**src/rtl/div_seq.sv**
```systemverilog
// div_seq: sequential sign-magnitude restoring divider.
// A 5-bit sign-magnitude dividend is divided by a 3-bit sign-magnitude divisor.
// Uses a start/busy/done handshake, with four iterations per normal division.
//
// Ports:
//   clk        rising-edge clock
//   rst        synchronous active-high reset
//   start      request a division (sampled only in IDLE)
//   dividend   [4] sign, [3:0] magnitude
//   divisor    [2] sign, [1:0] magnitude
//   quotient   [4] sign, [3:0] magnitude (registered)
//   remainder  [2] sign, [1:0] magnitude (registered)
//   zeroFlag   quotient magnitude is zero (registered)
//   divByZero  divisor magnitude was zero (registered)
//   busy       high while iterating
//   done       one-cycle pulse when results are valid
//
// Optional feature macro: DIV_ZERO_SIGN_CLR_EN
//   When defined, negative-zero quotient/remainder signs are cleared.
module div_seq (
  input  logic       clk,
  input  logic       rst,
  input  logic       start,
  input  logic [4:0] dividend,
  input  logic [2:0] divisor,
  output logic [4:0] quotient,
  output logic [2:0] remainder,
  output logic       zeroFlag,
  output logic       divByZero,
  output logic       busy,
  output logic       done
);

  localparam logic [1:0] IDLE = 2'd0;
  localparam logic [1:0] CALC = 2'd1;
  localparam logic [1:0] DONE = 2'd2;

  localparam logic [1:0] LAST_ITER = 2'd3;

  logic [1:0] state, state_nxt;
  logic [3:0] dq, dq_nxt;     // dividend magnitude, shifted left so bit 3 is the next bit
  logic [1:0] dvs, dvs_nxt;   // divisor magnitude
  logic       qs, qs_nxt;     // quotient sign
  logic       rs, rs_nxt;     // remainder sign
  logic [1:0] r, r_nxt;       // partial remainder (always < 3 between iterations)
  logic [3:0] q, q_nxt;
  logic [1:0] cnt, cnt_nxt;

  logic [4:0] quotient_nxt;
  logic [2:0] remainder_nxt;
  logic       zero_nxt, dbz_nxt, busy_nxt, done_nxt;

  logic [2:0] r_shift;
  logic       ge;
  logic [1:0] r_iter;
  logic [3:0] q_iter;
  logic       qs_fin, rs_fin;

  // One restoring iteration on the current working registers.
  always_comb begin
    r_shift = {r, dq[3]};
    ge      = (r_shift >= {1'b0, dvs});
    r_iter  = ge ? 2'(r_shift - {1'b0, dvs}) : r_shift[1:0];
    q_iter  = {q[2:0], ge};
`ifdef DIV_ZERO_SIGN_CLR_EN
    qs_fin  = qs & (|q_iter);
    rs_fin  = rs & (|r_iter);
`else
    qs_fin  = qs;
    rs_fin  = rs;
`endif
  end

  // Next-state and next-output logic.
  always_comb begin
    state_nxt     = state;
    dq_nxt        = dq;
    dvs_nxt       = dvs;
    qs_nxt        = qs;
    rs_nxt        = rs;
    r_nxt         = r;
    q_nxt         = q;
    cnt_nxt       = cnt;
    quotient_nxt  = quotient;
    remainder_nxt = remainder;
    zero_nxt      = zeroFlag;
    dbz_nxt       = divByZero;
    busy_nxt      = 1'b0;
    done_nxt      = 1'b0;

    case (state)
      IDLE: begin
        if (start) begin
          dq_nxt  = dividend[3:0];
          dvs_nxt = divisor[1:0];
          qs_nxt  = dividend[4] ^ divisor[2];
          rs_nxt  = dividend[4];
          r_nxt   = 2'd0;
          q_nxt   = 4'd0;
          cnt_nxt = 2'd0;
          if (divisor[1:0] != 2'd0) begin
            state_nxt = CALC;
            busy_nxt  = 1'b1;
          end else begin
            // Divide by zero skips iteration; sign rule is unaffected by the macro.
            state_nxt     = DONE;
            done_nxt      = 1'b1;
            quotient_nxt  = {dividend[4] ^ divisor[2], 4'b1111};
            remainder_nxt = 3'b000;
            zero_nxt      = 1'b0;
            dbz_nxt       = 1'b1;
          end
        end
      end
      CALC: begin
        r_nxt   = r_iter;
        q_nxt   = q_iter;
        dq_nxt  = {dq[2:0], 1'b0};
        cnt_nxt = cnt + 2'd1;
        if (cnt == LAST_ITER) begin
          state_nxt     = DONE;
          done_nxt      = 1'b1;
          quotient_nxt  = {qs_fin, q_iter};
          remainder_nxt = {rs_fin, r_iter};
          zero_nxt      = (q_iter == 4'd0);
          dbz_nxt       = 1'b0;
        end else begin
          busy_nxt = 1'b1;
        end
      end
      DONE: begin
        state_nxt = IDLE;
      end
      default: begin
        state_nxt = IDLE;
      end
    endcase
  end

  // State and output registers.
  always_ff @(posedge clk) begin
    if (rst) begin
      state     <= IDLE;
      dq        <= 4'd0;
      dvs       <= 2'd0;
      qs        <= 1'b0;
      rs        <= 1'b0;
      r         <= 2'd0;
      q         <= 4'd0;
      cnt       <= 2'd0;
      quotient  <= 5'd0;
      remainder <= 3'd0;
      zeroFlag  <= 1'b0;
      divByZero <= 1'b0;
      busy      <= 1'b0;
      done      <= 1'b0;
    end else begin
      state     <= state_nxt;
      dq        <= dq_nxt;
      dvs       <= dvs_nxt;
      qs        <= qs_nxt;
      rs        <= rs_nxt;
      r         <= r_nxt;
      q         <= q_nxt;
      cnt       <= cnt_nxt;
      quotient  <= quotient_nxt;
      remainder <= remainder_nxt;
      zeroFlag  <= zero_nxt;
      divByZero <= dbz_nxt;
      busy      <= busy_nxt;
      done      <= done_nxt;
    end
  end

endmodule

```
**config.mk**
```make
export PLATFORM = sky130hd
export DESIGN_NAME = div_seq
export DESIGN_NICKNAME = d
export VERILOG_FILES = /design/src/rtl/div_seq.sv
export SDC_FILE = /design/constraint.sdc
export NUM_CORES = 1
export LEC_CHECK = 0
export CAP_MARGIN = 20
export CELL_PAD_IN_SITES_DETAIL_PLACEMENT = 2
export CELL_PAD_IN_SITES_GLOBAL_PLACEMENT = 2
export CORE_MARGIN = 2
export CORE_UTILIZATION = 32
export DETAILED_ROUTE_END_ITERATION = 10
export PLACE_DENSITY_LB_ADDON = 0.3
export SLEW_MARGIN = 20
export SYNTH_ARGS = -nofsm -noshare
export SYNTH_HDL_FRONTEND = slang
export SYNTH_SLANG_ARGS = --single-unit
```
**constraint.sdc**
```tcl
create_clock -name clk -period 3.9 [get_ports clk]
set_clock_uncertainty 0.2 [all_clocks]
set_input_delay 0.78 -clock clk [delete_from_list [all_inputs] [get_ports clk]]
set_output_delay 0.78 -clock clk [all_outputs]
set_load 0.02 [all_outputs]
```
==> results.toml <==
[cts]
htreeDepth = 2
cts.path.max_buffers = 2
postCtsSetupRepairBufs = 0
hold_buffers = 0
cts_resized = 0
cts_tree = "built"
clk_latency_ns = 0.28
cts_root_buffer = "clkbuf_8"
cts.sinks = 29
cts_inserted_buffers = 5
clkTransAtPathRegs_ns = 0.06

[floorplan]
num_io_pins = 23
die_x_um = 65.3
coreArea_sq_um = 3630
dieArea_sq_um = 4270
chipHeight_um = 65.3
start_util_pct = 33.1
rows = 22

[final_layout]
drive_above_1_share_pct = 8.86
antenna-diode-count = 0
nets = 172
final_cell_mix = "29 x dfxtp_1, 22 x nor2_1, 21 x clkdlybuf4s50_1"
multiInputGateArea_sq_um = 586
areaGrowthSynthToFinish_pct = 27.9
fin_cells = 206
layout_commonest_cell = "dfxtp_1"
final_util_pct = 42.4
regArea_sq_um = 581
fill_cells = 427

[synthesis]
yosys_warnings = 0
netlist_instances = 136
syn_nets = 150
synth_area_sq_um = 1200
netlist-cell-type-count = 33
avgSynthCellArea_sq_um = 8.85
seq_area_frac_synth_pct = 48.2
synth-seq-cells = 29

[timing]
relSlewSlack_pct = 47.8
setup_tns_ns = 0
layout_min_cycle_time_ns = 2.50
postLayoutSetupSlackWorst_ns = 1.40
slew_viol_final = 0
max_freq_mhz = 401
period_share_pct = 64.0
worst_pin_slew_ns = 0.763
finalSetupViolations = 0
rsz0062_at_grt = "no"
hold_violations = 0

[setup_path]
worstPathArrival_ns = 2.50
required_ns = 3.91
r2r_start = "dvs[1]"
path_max_fanout = 10
endpoint_kind = "flop"
criticalPathCategory = "in -> reg"
critPathLaunch = "divisor[0]"
startpoint_type = "primary input"
ff2ff_path_depth = 6

[placed_design]
pre_cts_ws_ns = 1.11
dp_cells = 199
place.gp.congestion = 0.708
dp_hpwl_um = 2400
port_buffers = 22

[grt]
grt_pass1_wl_um = 5550
first_global_vias = 1102
antenna_found_initial = 0
grt_usage_pct = 17.4
grt_overflow = 0
grt_max_degree = 31

[min_path]
holdPathStages = 2
hold_path_class = "reg -> reg"
hp-start = "quotient[2]"

[power_and_ir_drop]
vdd_ir_drop_max_v = 0.000221
p_int_uw = 494
clkPwrFrac_pct = 37.3
swShare_pct = 26.0
p_total_uw = 668
seqPwrFrac_pct = 48.4
power.switching_uw = 174
p_comb_share_pct = 14.3
p_leak_uw = 0.000553
cellPowerDensity_nw_per_um2 = 434

[drt]
firstDrtPassIters = 4
first_iter_violations = 42
postRouteAntennaNets = 0
drc_errors = 0
vias_per_cell = 5.14
wl_um = 3300
via_count = 1059
wl_per_cell_um = 16.0

[run]
drv_cap = 0

[outcome]
status = "finished, final reports clean"
[kinds of logic (layout without fill, tap and decap cells)]
logic type / count (synthesis) / after routing / share of synthesized area (%)
simple gates: 54 / 54 / 21.1
compound gates: 36 / 36 / 21.1
flops: 29 / 29 / 48.2
buf+inv: 10 / 32 / 3.12
fa+ha+maj: 3 / 3 / 3.12
mux: 3 / 3 / 2.60
xor+xnor: 1 / 1 / 0.728
[Yosys cell counts]
master	number	share of area (%)
a2111oi_0	2	1.5
a211oi_1	5	3.1
a21o_1	1	0.62
a21oi_1	11	4.6
a21oi_4	1	1.4
a22oi_1	5	3.1
a2bb2oi_1	1	0.73
a311oi_1	4	2.9
buf_1	1	0.31
clkbuf_1	6	1.9
dfxtp_1	29	48
ha_1	3	3.1
inv_1	3	0.94
mux2_2	1	0.94
mux2i_1	2	1.7
nand2_1	16	5.0
nand2b_1	2	1.0
nand3_1	1	0.42
nand4_1	1	0.52
nor2_1	22	6.9
nor2_2	1	0.52
nor2b_1	3	1.6
nor3_1	2	0.83
nor3b_2	1	1.0
o211ai_1	1	0.62
o21ai_0	3	1.2
o31ai_1	1	0.62
o32ai_1	1	0.73
or2_2	2	1.0
or2b_1	1	0.62
or3_1	1	0.52
or4b_4	1	1.1
xnor2_1	1	0.73
[layer usage]
layer / up-vias / wire length [um] / global-route usage [%]
met5: - / 0 / 0
met3: 5 / 99 / 4.97
met4: 0 / 48 / 6.25
met2: 14 / 1680 / 29.5
met1: 521 / 1470 / 20.9
li1: 519 / - / -
[path summary, 6_finish.rpt]
check | endpoint | slack [ns]
max | zeroFlag | 1.40
min | quotient[2] | 0.26
max reg2reg | remainder[1] | 1.75
min reg2reg | quotient[2] | 0.26
[power groups by stage]
stage	clock (uW)	combinational, uW	sequential [uW]
finish	249	95.6	323
global route	272	107	326
CTS	255	98.5	324
detailed placement	0	97.4	330
global placement	0	91.5	329
floorplan	0	56.8	332
[per-stage QoR]
step,cell area [sq um],hold slack [ns]
6_report,1540,0.259
3_5_place_dp,1460,0.253
2_1_floorplan,1200,0.244
5_1_grt,1540,0.285
3_3_place_gp,1460,0.243
4_1_cts,1540,0.265
[cell type report]
cell class	instances	share of cell area (%)
multi-input combinational	97	38.0
clock buffer	7	5.61
tap	48	3.90
inverter	3	0.732
timing repair buffer	22	14.0
sequential	29	37.7
[registers in the layout (all words and copies together) (netlist names), 2 cells and up]
name,cells
cnt,2
dq,4
dvs,2
q,3
quotient,5
r,2
remainder,3
state,2
[critical path, cell delays in order]
cell and delay [ns]:
clkdlybuf4s50_1 0.48, or4b_4 0.61, a21oi_4 0.31, nand4_1 0.16, a21oi_1 0.16
Power figures use the tool's default switching activity.
